$ cat src/rtl/arc_pkg.sv
// rtl/arc_pkg.sv - shared ARC datapath constants, register indices and PSR flag positions
package arc_pkg;

  localparam int DATA_W   = 32;
  localparam int ADDR_W   = 6;
  localparam int NUM_REGS = 38;

  localparam int R0     = 0;
  localparam int PC_IDX = 32;
  localparam int TEMP0  = 33;
  localparam int TEMP1  = 34;
  localparam int TEMP2  = 35;
  localparam int TEMP3  = 36;
  localparam int IR_IDX = 37;

  localparam logic [DATA_W-1:0] PC_RESET = '0;

  localparam int PSR_W = 4;
  localparam int PSR_N = 3;
  localparam int PSR_Z = 2;
  localparam int PSR_V = 1;
  localparam int PSR_C = 0;

  function automatic logic psr_n(input logic [PSR_W-1:0] psr);
    return psr[PSR_N];
  endfunction

  function automatic logic psr_z(input logic [PSR_W-1:0] psr);
    return psr[PSR_Z];
  endfunction

  function automatic logic psr_v(input logic [PSR_W-1:0] psr);
    return psr[PSR_V];
  endfunction

  function automatic logic psr_c(input logic [PSR_W-1:0] psr);
    return psr[PSR_C];
  endfunction

endpackage

$ cat src/rtl/arc_psr_reg.sv
// rtl/arc_psr_reg.sv - 4-bit {n,z,v,c} processor status register with load enable
module arc_psr_reg
  import arc_pkg::*;
(
  input  logic             clk_i,
  input  logic             rst_ni,
  input  logic             ld_i,
  input  logic [PSR_W-1:0] flags_i,
  output logic [PSR_W-1:0] flags_o
);

  logic [PSR_W-1:0] flags_q;
  logic [PSR_W-1:0] flags_d;

  always_comb begin
    flags_d = flags_q;
    if (ld_i) flags_d = flags_i;
  end

  always_ff @(posedge clk_i or negedge rst_ni) begin
    if (!rst_ni) flags_q <= '0;
    else         flags_q <= flags_d;
  end

  assign flags_o = flags_q;

endmodule

$ cat src/rtl/arc_regfile.sv
// rtl/arc_regfile.sv - ARC register file (r0-r31, %pc, temp0-3, %ir) with PSR and two async read ports
module arc_regfile #(
  parameter int                DATA_W   = arc_pkg::DATA_W,
  parameter int                ADDR_W   = arc_pkg::ADDR_W,
  parameter int                NUM_REGS = arc_pkg::NUM_REGS,
  parameter int                PC_IDX   = arc_pkg::PC_IDX,
  parameter int                IR_IDX   = arc_pkg::IR_IDX,
  parameter logic [DATA_W-1:0] PC_RESET = arc_pkg::PC_RESET
) (
  input  logic                       clk,
  input  logic                       reset_n,
  input  logic [ADDR_W-1:0]          a_addr,
  input  logic [ADDR_W-1:0]          b_addr,
  input  logic [ADDR_W-1:0]          c_addr,
  input  logic                       c_we,
  input  logic [DATA_W-1:0]          busC,
  input  logic [arc_pkg::PSR_W-1:0]  psr_in,
  input  logic                       psr_we,
  output logic [DATA_W-1:0]          busA,
  output logic [DATA_W-1:0]          busB,
  output logic [DATA_W-1:0]          pc_out,
  output logic [DATA_W-1:0]          ir_out,
  output logic [arc_pkg::PSR_W-1:0]  psr_out
);

  logic [DATA_W-1:0] regs_q [NUM_REGS];
  logic [DATA_W-1:0] regs_d [NUM_REGS];
  logic              wr_en;
  logic              a_valid;
  logic              b_valid;

  // r0 is never written, so it keeps its reset value of zero forever
  assign wr_en   = c_we && (c_addr != '0) && (c_addr < ADDR_W'(NUM_REGS));
  assign a_valid = a_addr < ADDR_W'(NUM_REGS);
  assign b_valid = b_addr < ADDR_W'(NUM_REGS);

  always_comb begin
    regs_d = regs_q;
    if (wr_en) regs_d[c_addr] = busC;
  end

  always_ff @(posedge clk or negedge reset_n) begin
    if (!reset_n) begin
      for (int i = 0; i < NUM_REGS; i++) begin
        regs_q[i] <= (i == PC_IDX) ? PC_RESET : '0;
      end
    end else begin
      regs_q <= regs_d;
    end
  end

  // Reads come straight from the flops: a same-cycle write is not bypassed
  assign busA   = a_valid ? regs_q[a_addr] : '0;
  assign busB   = b_valid ? regs_q[b_addr] : '0;
  assign pc_out = regs_q[PC_IDX];
  assign ir_out = regs_q[IR_IDX];

  arc_psr_reg u_psr (
    .clk_i   (clk),
    .rst_ni  (reset_n),
    .ld_i    (psr_we),
    .flags_i (psr_in),
    .flags_o (psr_out)
  );

endmodule

$ cat config.mk
export PLATFORM = sky130hd
export DESIGN_NAME = arc_regfile
export DESIGN_NICKNAME = d
export VERILOG_FILES = /design/src/rtl/arc_pkg.sv /design/src/rtl/arc_psr_reg.sv /design/src/rtl/arc_regfile.sv
export SDC_FILE = /design/constraint.sdc
export NUM_CORES = 2
export LEC_CHECK = 0
export CELL_PAD_IN_SITES_DETAIL_PLACEMENT = 0
export CELL_PAD_IN_SITES_GLOBAL_PLACEMENT = 1
export CORE_MARGIN = 5
export CORE_UTILIZATION = 30
export CTS_BUF_LIST = sky130_fd_sc_hd__clkbuf_8
export CTS_CLUSTER_DIAMETER = 100
export CTS_CLUSTER_SIZE = 30
export DETAILED_ROUTE_END_ITERATION = 12
export PLACE_DENSITY_LB_ADDON = 0.3
export SYNTH_ARGS = -nofsm -noshare
export SYNTH_HDL_FRONTEND = slang
export SYNTH_SLANG_ARGS = --single-unit
$ cat constraint.sdc
create_clock -name clk -period 8.15 [get_ports clk]
set_input_delay 2.0375 -clock clk [delete_from_list [all_inputs] [get_ports clk]]
set_output_delay 2.0375 -clock clk [all_outputs]
set_load 0.02 [all_outputs]
==> metrics.cfg <==
[run_status]
status=finished clean

[die]
io_pins=190
start_util_pct=30.15
floorplan.die_area_sq_um=230100
die-height_microns=479.7
rows=172
core_sq_um=219500
die_width_microns=479.7

[min_path]
whs_path_depth=0
min_path_type=register to register

[timing]
setup_ws_ps=531.1
skew_ps=0
drv_slew=0
fmax_mhz=131.3
hold_viol_final=0
rsz0062_at_grt=false
period_needed_ps=7619
relSlewSlack_pct=22.65
worst_slew_pin_slew_ps=1156
tns_ps=0
finalSetupViolations=0
layout_worst_path_cycle_share_pct=93.48

[synth]
synthMuxAreaShare_pct=41.65
synthFlopType=dfrtp_1
synth.ff_latch_count=1220
yosysSeqAreaShare_pct=46.13
synth_compound_area_share_pct=4.792
synth_area_sq_um=66180
syn_inst=4716
synth.avg_cell_area_sq_um=14.03
synth_fa_ha_area_share_pct=0
synthSimpleGateAreaFrac_pct=2.840
synth-xor-area-share_pct=0
synthArstFlopShare_pct=100.0
synth_nets=4774
synth_warnings=0
synth_top_family_by_area=multiplexers
synth_edf_count=0
yosysUniqueCellTypes=51

[place]
post-place-ws_ps=577.6
port_buffers=189
dp_hpwl_mm=149.6
place_inst=7396
gp_congestion=0.7918

[clocking]
htreeDepth=2
clkTransAtPathRegs_ps=170
cts_hold_buf=0
cts.sinks=1220
insertion_delay_ps=850
cts_root_buffer=clkbuf_8
post_cts_resized=0
clockBufferDepth=3
cts_buffers=49
tritoncts=built
post_cts_buffers=0

[power_and_ir_drop]
total_power_mw=12.99
leakagePower_nw=31.62
vdd_ir_drop_max_mv=0.1148
p_per_area_nw_per_um2=181.2

[run]
max_cap_violations=0

[final_layout]
final_nets=4634
layout-drive-gt1-share_pct=44.13
instances_no_fill=7472
fin_util_pct=32.66
num-fill-cells=21610
syn_to_final_growth_pct=8.333

[grt]
overflow=0
grt_pass1_vias=44070
antenna_found_initial=10
grt_pass1_wl_mm=341.2
grt_usage_pct=20.27
grt_max_degree=157

[drt]
drt-initial-drc-count=3381
drt_pass1_iterations=6
dr_total_vias=42450
wire_per_inst_microns=31.84
via_per_inst=5.681
drt_wl_total_mm=237.9
final_antenna_net_count=0
drc=0

[critical_path]
reg2regPathDepth=1
crit_required_ps=6110
cp_data_arrival_time_ps=5580
r2r_slack_ps=7200
worst-setup-path-type=input pin to output port
worstSetupEndpointType=output port
start_kind=input pin
cp_max_fo=22

==> area by class of cell <==
| type | count | area (sq um) | share of cell area, % |
|---|---|---|---|
| diodes | 5 | 12.51 | 0.01745 |
| clock buffers | 52 | 715.7 | 0.9982 |
| clock inverters | 19 | 186.4 | 0.2600 |
| inverters | 3 | 16.27 | 0.02269 |
| multi-input cells | 2902 | 32820 | 45.78 |
| flip-flops and latches | 1220 | 30530 | 42.58 |
| well taps | 2871 | 3592 | 5.010 |
| repair buffers | 400 | 3826 | 5.336 |
==> cells by family after synthesis <==
logic type / after synthesis
compound gates: 446
mux: 2028
simple gates: 428
flops: 1220
buf+inv: 594
==> power breakdown <==
| part | leakage (nW) | internal [mW] | switching, mW |
|---|---|---|---|
| sequential | 16.3 | 6.80 | 0.567 |
| combinational | 14.9 | 1.55 | 1.38 |
| clock | 0.461 | 0.670 | 2.01 |
==> worst paths after layout <==
kind	endpoint	startpoint
max in group asynchronous	regs_q[583]	reset_n
max reg2reg	ir_out[20]	ir_out[20]
min reg2reg	regs_q[1212]	regs_q[1212]
min in group asynchronous	regs_q[693]	reset_n
min	regs_q[1212]	regs_q[1212]
max	busB[1]	b_addr[2]
==> cell usage after synthesis, drive strengths merged (3+ instances only) <==
library cell,count,share of area [%]
dfrtp,1220,46
mux2,1216,21
mux4,459,16
buf,354,3.2
mux2i,353,5.3
clkbuf,237,1.3
nand2,209,1.2
nor2,117,0.66
o221ai,106,1.4
o21ai,100,0.76
a22oi,65,0.74
o22ai,53,0.50
a21oi,44,0.33
or3,32,0.30
o2bb2ai,23,0.30
a211o,19,0.25
nor3,12,0.091
a221oi,9,0.12
and3,9,0.085
a22o,8,0.11
nand2b,8,0.087
nor2b,8,0.076
nor3b,7,0.079
and2,5,0.047
nand3,5,0.038
a211oi,4,0.045
and3b,4,0.053
nor4,4,0.047
inv,3,0.017
nand3b,3,0.034
o21a,3,0.034
==> routing by layer <==
metal	up-vias	share of wire (%)	routed length [microns]	GRT usage [%]
li1	17490	-	-	-
met1	23600	43	103300	27.53
met2	1094	49	117100	34.36
met3	262	4.1	9806	2.164
met4	6	3.2	7706	5.849
met5	-	0.015	36	0
==> critical path, stage by stage <==
cell and delay [ps]:
buf_6 180, nand2_2 610, and3_2 720, buf_4 480
nand2_1 100, a22oi_1 610, clkdlybuf4s50_1 750
==> sequential cells by signal, indices dropped and copies added (netlist names) <==
name,cells
ir_out,32
regs_q,1152
pc_out,32
u_psr.flags_o,4
==> cell usage in the layout, fill, tap and decap left out, types with 65 or more instances in the layout <==
master           synthesis  final
o221ai_1               106    106
mux4_2                 459    459
a22oi_1                 65     65
nand2_1                209    184
clkdlybuf4s50_1          0    169
dfrtp_1               1220   1220
o21ai_0                 97     97
mux2_2                1215   1215
mux2i_1                353    353
nor2_1                 117    103
buf_4                  114    190
==> metrics by stage <==
step | hold WS (ps) | cell area (sq um)
floorplan | 441.3 | 66180
global placement | 376.4 | 70780
detailed placement | 383.0 | 70780
CTS | 420.8 | 71690
global route | 432.2 | 71690
finish | 415.7 | 71700
Power figures use the tool's default switching activity.
